--- config.mk ---
export PLATFORM = sky130hd
export DESIGN_NAME = johnson_counter_param
export DESIGN_NICKNAME = d
export VERILOG_FILES = /design/src/rtl/johnson_counter_param.sv
export SDC_FILE = /design/constraint.sdc
export NUM_CORES = 1
export LEC_CHECK = 0
export BUFFER_PORTS_ARGS = -buffer_cell sky130_fd_sc_hd__buf_4
export CAP_MARGIN = 20
export CORE_AREA = 2 2 39 41
export CTS_CLUSTER_SIZE = 12
export DETAILED_ROUTE_END_ITERATION = 7
export DIE_AREA = 0 0 41 43
export MAX_ROUTING_LAYER = met4
export PLACE_DENSITY = 0.69
export SLEW_MARGIN = 25
export SYNTH_ARGS = -nofsm -noshare
export SYNTH_HDL_FRONTEND = slang
export SYNTH_SLANG_ARGS = --single-unit
--- constraint.sdc ---
create_clock -name clk -period 4.15 [get_ports clk]
set_input_delay 1.0375 -clock clk [delete_from_list [all_inputs] [get_ports clk]]
set_output_delay 1.0375 -clock clk [all_outputs]
set_load 0.03 [all_outputs]
--- src/rtl/johnson_counter_param.sv ---
// johnson_counter_param: WIDTH-bit twisted-ring (Johnson) counter with 2*WIDTH
// states. Adds count enable, up/down direction, a legality-checked parallel
// load, illegal-state detection with optional self-correction, a decoded
// phase index and a one-cycle wrap pulse. Used as a glitch-free multiphase
// sequencer: exactly one bit of q changes per step.
module johnson_counter_param #(
    parameter int  WIDTH        = 4,
    parameter bit  SELF_CORRECT = 1'b1,
    localparam int IDXW         = $clog2(2 * WIDTH)
) (
    input  logic             clk,
    input  logic             reset,     // asynchronous, active low
    input  logic             en,
    input  logic             dir,       // 0 = up (shift left), 1 = down (shift right)
    input  logic             load,
    input  logic [WIDTH-1:0] load_val,
    output logic [WIDTH-1:0] q,
    output logic [IDXW-1:0]  idx,
    output logic             wrap,
    output logic             err
);

    // Last state of the up sequence (1 followed by zeros); stepping up from it wraps to zero.
    localparam logic [WIDTH-1:0] TOP_STATE = {1'b1, {(WIDTH-1){1'b0}}};

    logic [WIDTH-1:0] q_q, q_d;
    logic             wrap_q, wrap_d;
    logic             err_q, err_d;

    logic             q_illegal;
    logic             load_legal;
    logic [IDXW:0]    pop;

    // A Johnson state has at most one boundary between adjacent bits of differing value.
    function automatic logic is_legal(input logic [WIDTH-1:0] v);
        int edges;
        edges = 0;
        for (int i = 0; i < WIDTH - 1; i++) begin
            if (v[i] != v[i+1]) edges++;
        end
        return (edges <= 1);
    endfunction

    assign q_illegal  = !is_legal(q_q);
    assign load_legal = is_legal(load_val);

    // Phase index: number of ones while the MSB is clear, mirrored once the MSB is set.
    always_comb begin
        // NOTE: every variable written here gets a default first, so no path can infer a latch.
        pop = '0;
        idx = '0;
        for (int i = 0; i < WIDTH; i++) begin
            pop = pop + (IDXW+1)'(q_q[i]);
        end
        if (q_q[WIDTH-1]) idx = IDXW'(2 * WIDTH - int'(pop));
        else              idx = IDXW'(pop);
    end

    // Next-state selection in priority order: correction, load, step, hold.
    always_comb begin
        q_d    = q_q;
        wrap_d = 1'b0;
        err_d  = q_illegal;
        if (q_illegal && SELF_CORRECT) begin
            q_d = '0;
        end else if (load) begin
            if (load_legal) q_d   = load_val;
            else            err_d = 1'b1;
        end else if (en) begin
            if (!dir) begin
                q_d    = {q_q[WIDTH-2:0], ~q_q[WIDTH-1]};
                wrap_d = (q_q == TOP_STATE);
            end else begin
                q_d    = {~q_q[0], q_q[WIDTH-1:1]};
                wrap_d = (q_q == '0);
            end
        end
    end

    // State and pulse registers; reset forces the all-zero phase with no pulses.
    always_ff @(posedge clk or negedge reset) begin
        if (!reset) begin
            q_q    <= '0;
            wrap_q <= 1'b0;
            err_q  <= 1'b0;
        end else begin
            // NOTE: non-blocking assignments so every register samples the pre-edge values.
            q_q    <= q_d;
            wrap_q <= wrap_d;
            err_q  <= err_d;
        end
    end

    assign q    = q_q;
    assign wrap = wrap_q;
    assign err  = err_q;

endmodule

Word level (Yosys, flattened, before mapping)
Index checks and enable logic that the tools add are counted.

Bits of input ports: 9. Output and inout bits: 9. Register bits: 6.

Equality and inequality tests: 9. Magnitude comparators: 2. Muxes and demuxes: 19. Reduce and logical (&&, ||, !) cells: 3. Bitwise logic cells: 2. Add/sub/neg operators: 8.

Operator list (number): adder 32 x 2 -> 32 bit (second input constant) (4); 2-to-1 mux 32 bit (4); <= comparator 32 x 2 -> 1 bit (second input constant) (2); 2-to-1 mux 4 bit (5); 2-to-1 mux 1 bit (9); inequality test 1 bit (6); inequality test 3 bit (second input constant) (2); equality test 4 bit (second input constant) (1); logical NOT 4 bit (1); adder 2 x 1 -> 3 bit (1); adder 3 x 1 -> 3 bit (1); 2-to-1 mux 3 bit (1); subtractor 1 x 3 -> 3 bit (first input constant) (1); adder 1 x 1 -> 2 bit (1); NOT 1 bit (2); AND reduction 2 bit (1); logical NOT 1 bit (1).

Logic depth before layout (Yosys ltp)
Gate-level depths: netlist of the first run.

Depth after elaboration: 11. Depth in mapped cells: 7.

Worst setup path after synthesis of the first run
OpenSTA, ideal clock, no wires.

Kind: reg-to-output. Start: register q_q[3], in the netlist q[3]. End: output idx[2]. Setup slack: 617 ps. Arrival time: 2496 ps. Stages on the path, launching flop included: 7. Path through: dfrtp_1 fa_1 ha_1 inv_1 ha_1 nand2b_1 xnor2_1.

Longest elaborated chain between the ends: 3.

Ends and longest elaborated chain: start: declaration (line 26) `logic [WIDTH-1:0] q_q, q_d;`; start signal: assignment (line 88) `q_q <= q_d;`; adder 3 x 1 -> 3 bit (line 53) `pop = pop + (IDXW+1)'(q_q[i]);`; subtractor 1 x 3 -> 3 bit (line 55) `if (q_q[WIDTH-1]) idx = IDXW'(2 * WIDTH - int'(pop));`; 2-to-1 mux 3 bit (*) (line 55); end: declaration (line 18) `output logic [IDXW-1:0] idx,`.

Every way passes the cells marked *; elsewhere a longest branch is shown, timed or not.

Final worst setup path of the first run
Ends and elaborated chain as after synthesis.

==> results summary, run 1 <==
The run finished with clean final reports. Synthesis instantiated 20 different standard cells from the library. At the placement stage, the worst setup path has a slack of 0.968 ns. The most numerous cell type found on the critical path is ha_1. The total routing usage reported by global routing is 17.3%. After layout, the worst setup slack is ~0.71 ns. The period utilization came out at between 80% and 90%. Between clock sinks in the finished design, the worst skew comes to ~0.0025 ns. The proportion of synthesized chip area in sequential cells came out at about a quarter. Setup total negative slack on the finished layout was measured at 0 ns. The final layout net count is approximately 110.

The largest driver fanout on the critical path is 10. The number of buffers added by the clock tree synthesis step is 3. By area the synthesized netlist is led by dfrtp_1 24%, ha_1 20%, mux2i_1 11%. From left edge to right edge, the die measures a little over 40 µm. The part of the power in combinational logic came out at ~73%. After filler insertion, the fill cell instance count of the layout stands at 130. Entering global routing, the biggest net connects 14 pins. After the first detailed-routing iteration, the DRC count stood at 11.

The clock net sink count came out at 6. The global-route met3 utilization came out at around 3.1%. The via count of the first global-routing pass came out at between 400 and 500. The number of cells upsized or downsized after cts is 0. TritonCTS built the clock tree.

The total congestion overflow is 0. The number of levels the H-tree was split into is 1. The flip-flop and latch count after synthesis came out at 6. The minimum period implied by the final worst setup slack came out at 3.44 ns. The highest-delay cell along the critical path is dfrtp_1. The antenna diode count came out at 0. The synthesized netlist occupies a cell area of ~630 µm². By startpoint and endpoint, the worst setup path is classified as reg -> out. The largest total area in the synthesized netlist belongs to dfrtp_1. The instance count of the mapped netlist came out at between 70 and 80. The final number of max-transition violations is 0. The number of hold-repair buffers added at the cts stage is 0.

The cell family contributing the most delay on the critical path is adder cells. For the worst setup path, the data arrival time is 2.40 ns. Timing would allow up to around 290 MHz. Measured along the y axis, the die boundary spans roughly 43 µm. The final count of negative-setup-slack endpoints is 0. The number of buffers and inverters on the critical path came out at 2. In the layout the commonest cells are 17 x buf_4, 12 x nand2_1, 11 x inv_1. The area of the die is approximately 0.0018 mm².

The iteration count of the initial detailed-routing pass came out at 4. Buffers added to address setup during post-CTS repair amount to 0. Clock tree synthesis selected as its root buffer the cell clkbuf_4.

The via density per instance is approximately 4.8. The average footprint of a synthesized cell came out at around 8.5 µm². The library cell used most frequently in the layout, excluding fill and tap cells, is buf_4. After synthesis, the largest area contributor takes up about a quarter of total cell area. The number of antenna violations at the first check in global routing is 0. The via count came out at 522. met2 is the most crowded layer. The final routed wire length divided by cell count came out at between 10 and 15 µm. The met2 global-route usage came out at 25.6%.

For this run, the number of Yosys warnings is 0. The number of max-cap violations came out at 0. Of the total power, the share spent switching nets is a little over half. The number of buffers on the longest clock path came out at 2. The total number of placement rows is 14. The detailed-route DRC error count is 0. The clock-pin slew on the worst setup and hold paths came out at around 0.040 ns. Setup repair after global routing left no endpoint under its margin. The detailed placement HPWL came out at 964 µm. The number of nets produced by synthesis came out at 94. The path class of the tightest hold or removal check is in -> async. Dividing total power by cell area gives a power density of 802 mW/mm².

The final cell utilization of the core is a little under three fifths. The worst setup path is captured at a primary output. In this run the static leakage power is 0.424 nW. The worst-skew pair later-pin latency is 0.24 ns. Data on the critical path is required at its endpoint by around 3.1 ns. The number of port buffers came out at 17. VDD sags by at most about 0.00036 V. The power share of the sequential group came out at 19.0%.

The hold violation total from the final report is 0. The power dissipated by switching net loads is 0.330 mW. The congestion estimate from routability-driven global placement came to 0.749. The signal on the critical path passes through fa_1 > ha_1 > ha_1 > inv_1 > ha_1 > nand2b_1 > xnor2_1 > buf_4. The total power is around 0.63 mW. The worst pin sits at a relative slew slack of a little over half. The starting density of the core is a little under half. Pin placement for this block handled 18 I/O pins.

The share of total power in the clock network is 8.2%. The first-pass GRT wire length came out at around 2.1 mm. The startpoint type of the worst setup path is a flop. The area of the placeable core is about 0.0014 mm². The number of routed nets with antenna violations is 0.

The wire length after detailed routing is 1.26 mm. Cells with a size suffix above 1 make up between 20% and 30% of the layout. The area overhead of the layout relative to synthesis came out at 25.9%.

The stage delay of the slowest cell on the critical path is between 0.5 and 0.6 ns. The actual transition at the worst max-transition pin came out at between 0.6 and 0.7 ns. The internal power contribution came out at between 0.3 and 0.4 mW.

The met1 usage came out at between 20% and 30%.
-- final timing paths --
path	from	end	slack, ns	cells after the start
worst max-delay path	q[3]	idx[2]	0.71	8
worst min-delay path	reset	wrap	0.60	1
worst max register to register	q[1]	wrap	1.76	6
worst min register to register	q[0]	q[0]	0.65	2
max in group asynchronous	reset	q[3]	3.44	1
min in group clk	q[0]	q[0]	0.65	2
-- flip-flops by register name, indices dropped and copies added (netlist names) --
| register | flops |
|---|---|
| q | 4 |
| wrap | 1 |
| err | 1 |
-- layer usage --
metal	part of all wire, %	vias to the layer above
met5	0	-
met1	50	234
met2	45	9
met3	4.0	0
li1	-	279
met4	0	0
-- power groups by stage --
stage	clock (mW)	sequential [mW]	combinational [mW]
floorplan	0	0.152	0.292
global placement	0	0.118	0.455
detailed placement	0	0.119	0.460
CTS	0.0536	0.119	0.467
global route	0.0575	0.125	0.515
finish	0.0517	0.120	0.461
-- cell families (layout without fill, tap and decap cells) --
family / count (synthesis) / after routing / share of synthesized area (%)
AOI/OAI and AO/OA: 11 / 11 / 11.4
xor gates and xnor gates: 5 / 5 / 6.99
adders and majority gates: 11 / 11 / 23.2
buffers and inverters: 13 / 31 / 7.78
DFF: 6 / 6 / 24.0
muxes: 7 / 7 / 11.2
and+or+nand+nor: 21 / 21 / 15.6
-- Yosys cell counts --
cell	number
ha_1	10
mux2i_1	7
a2bb2oi_1	1
o21ai_0	6
and2_1	1
xor2_1	2
nand2_1	12
xnor2_1	3
a211oi_1	1
a211o_2	1
dfrtp_1	6
nand2b_1	3
inv_1	11
fa_1	1
o21a_1	1
nor2_1	3
nor3b_1	1
o211ai_1	1
clkbuf_1	2
nor4b_1	1
-- per-stage QoR --
step / hold slack (ns) / instances / instance area, µm²
after global placement: 0.625 / 105 / 767
after floorplan: 0.727 / 74 / 627
after CTS: 0.595 / 108 / 790
after global routing: 0.593 / 108 / 790
after detailed placement: 0.644 / 105 / 767
final: 0.596 / 108 / 790
-- area by class of cell --
type | count | area (µm²) | area share (%)
clock buffers | 3 | 22.5 | 2.85
inverters | 11 | 41.3 | 5.23
multi-input cells | 55 | 428 | 54.2
flip-flops and latches | 6 | 150 | 19.0
well taps | 16 | 20.0 | 2.54
repair buffers | 17 | 128 | 16.2
Note: power is estimated with default switching activity, not from simulation.
==> inputs of run 2 (changes only) <==
Settings changed: CORE_AREA 2 2 39 41 to default, CORE_MARGIN from default to 2, CORE_UTILIZATION from default to 44, DIE_AREA 0 0 41 43 to default, PLACE_DENSITY 0.69 to 0.68.
Clock period 4.15 ns to 2.85 ns, I/O delays scaled along.
==> run 2 against run 1 <==
  * The flow now finishes with violations (negative setup slack)
  * First-iteration DRC count decreased by 100%
  * Core utilization increased by 10 points
  * Design area increased by 13%
  * Sequential cell count unchanged
  * Clock skew increased by 0.0031 ns
  * Power increased by 81%
  * Sequential share of layout area decreased by 1.7 points
  * Hold slack got worse by 0.34 ns
  * Non-clock buffer count increased by 4
==> results summary, run 2 (synthesized netlist as in run 1, its figures left out) <==
The wire length after detailed routing is 1.24 mm (-1.7%). The area of the die came out at 0.00174 mm² (-1.2%). The final reports fail on negative setup slack. The post-route cell area came out at 888 µm² (+13%). The cell area after placement came to 821 µm² (+7.0%).

The setup path with the least slack is of type reg -> out. The worst vdd rail ir drop came to 0.000806 V (+120%). The period utilization came out at 102%.

The total power came out at 1.15 mW (+81%). The endpoint kind of the worst setup timing path is a primary output. The number of port buffers is 17 (unchanged).

The final count of negative-setup-slack endpoints came to 2 (+2). The total congestion overflow came out at 0 (unchanged). The buffers inserted during post-CTS setup optimization came out at 0 (unchanged). The proportion of layout cells with a drive suffix above 1 came out at 36.1% (+13 points).

The first-pass GRT wire length came out at 2.28 mm (+10%). The clock-pin slew on the worst setup and hold paths is 0.05 ns (about the same). The number of max-cap violations is 0 (unchanged). The area of the multi-input gates is 484 µm² (+13%).

The worst-case headroom to the max-slew limit came out at 80.8% (+27 points). The final layout net count is 118 (+3.5%). The number of buffers on the longest clock path came out at 2 (unchanged).

The required time at the worst-slack endpoint is 2.14 ns (-0.97 ns). The wire length on met1 was 585 µm (-8.2%). The worst setup slack after placement came out at 0.0668 ns (-0.901 ns).

The final worst clock skew came out at 0.00557 ns (+0.00312 ns). Setup repair after global routing could not meet its margin everywhere. The largest net degree at the start of global routing came to 14 (unchanged). In this run the critical register-to-register path is launched from q[1]. The area taken by flip-flops and latches came to 154 µm² (+2.5%). The worst-skew pair later-pin latency came out at 0.25 ns (about the same). The I/O pin count came out at 18 (unchanged). The largest driver fanout on the critical path came out at 2 (-8). The number of buffers added by the clock tree synthesis step is 3 (unchanged). The register-to-register setup slack came out at 0.89 ns (-0.87 ns). The via density per instance is 4.92 (+1.8%). The detailed-route DRC error count is 0 (unchanged). The total number of placement rows is 13 (-1).

TritonCTS built the clock tree. The highest layer touched by signal routing is met4. The initial detailed-routing violation count is 0 (-11).

The hold violation total from the final report is 0 (unchanged). The met2 routed wirelength came to 571 µm (-0.17%). The arrival time reported for the critical path endpoint is 2.20 ns (-0.20 ns).

The total routing usage reported by global routing came out at 17.3% (+0.029 points). The post-layout instance count excluding filler cells came out at 112 (+3.7%). The number of cell instances on the worst register-to-register path came out at 8 (+2). Leaving out fill and tap cells, the most frequent cells in the layout are 20 x buf_4, 11 x nand2_1, 10 x inv_1. The starting density of the core came to 47.6% (+2.3 points). The type of the tightest min-delay check is in -> async. Static timing analysis puts the maximum clock frequency at around 340 MHz. The number of levels the H-tree was split into is 1 (unchanged). The final cell utilization of the core is 67.4% (+10 points). The final number of max-transition violations is 0 (unchanged). The detailed-routed wire length on met3 came out at 58 µm (+14%).

The startpoint type of the worst setup path is a flop. In this run the worst setup path terminates at idx[2]. The number of antenna violations at the first check in global routing came to 0 (unchanged). The launch point of the critical path is q[1]. The actual transition at the worst max-transition pin is 0.286 ns (-0.399 ns).

The final routed wire length divided by cell count is 11.1 µm (-5.3%). The number of routed nets with antenna violations came out at 0 (unchanged). The iteration count of the initial detailed-routing pass was 1 (-3). Compared with the post-synthesis result, the final layout area differs by 41.7%.

The flip-flop count of the largest register, all copies and words added came out at 4 (unchanged). The detailed placement HPWL came out at 978 µm (+1.4%). The area of the placeable core came out at 0.00132 mm² (-4.8%). The power per cell area came out at 1290 mW/mm² (+61%). The most common library cell in the layout ignoring fill and taps is buf_4.

The die outline width is 41.7 µm (+1.8%). The minimum period implied by the final worst setup slack came out at between 2 and 3 ns. The antenna diode count came out at 0 (unchanged).

The final worst-path setup slack is -0.0621 ns (-0.771 ns). The leakage power of the design is 0.453 nW (+6.9%). The end of the worst register-to-register path is wrap. The cell sitting at the root of the clock tree is a clkbuf_4.

The number of filler instances in the final layout is 115 (-12%). The via count came out at 551 (+5.6%). The via count of the first global-routing pass came to 523 (+14%).

The flow ran to the end, but the final reports show violations. The last weighted congestion value of the routability-driven placer came out at 0.787 (+5.0%). The number of placed instances with taps included came out at 108 (+2.9%). The clock net sink count is 6 (unchanged). The chip height was 41.7 µm (-2.9%).
## run 2: critical path, cell delays in order (launching register included)
cell and delay (ns):
dfrtp_2 0.41, fa_1 0.48, ha_2 0.20, ha_4 0.27, inv_4 0.03, ha_4 0.14, nand2b_4 0.15, xnor2_4 0.13
buf_6 0.14
## run 2: worst min path at each step
stage	from	endpoint	slack, ns	depth (start not counted)
3_5_place_dp	reset	err	0.52	1
3_3_place_gp	reset	wrap	0.52	1
6_report	reset	q[0]	0.26	1
4_1_cts	reset	q[0]	0.26	1
2_1_floorplan	reset	err	0.42	0
5_1_grt	reset	q[0]	0.25	1
## run 2: where the power goes
part	internal [mW]	switching [mW]	total, mW
registers	0.121	0.0264	0.148
clock network	0.0531	0.0315	0.0846
logic	0.421	0.493	0.914
total	0.595	0.551	1.15
## run 2: final cells by class
cell class	instances	share of cell area, %
Sequential cell	6	17.3
Inverter	11	4.93
Multi-Input combinational cell	55	54.5
Clock buffer	4	2.96
Tap cell	15	2.11
Timing Repair Buffer	21	18.2
## run 2: through the flow
step,hold slack (ns),TNS [ns]
global route,0.247,-0.265
detailed placement,0.521,0
CTS,0.257,-0.123
floorplan,0.417,0
global placement,0.519,0
finish,0.260,-0.102
## run 2: per-layer routing
layer,GRT usage (%),up-vias
met5,-,-
met4,7.74,0
met3,3.91,4
met2,25.6,14
met1,22.5,243
li1,-,290
## run 2: repair_timing
item	CTS	global route
hold buffers	0	0
endpoints found under the setup margin	2	2
pin swaps	1	1
gates resized for setup	6	2
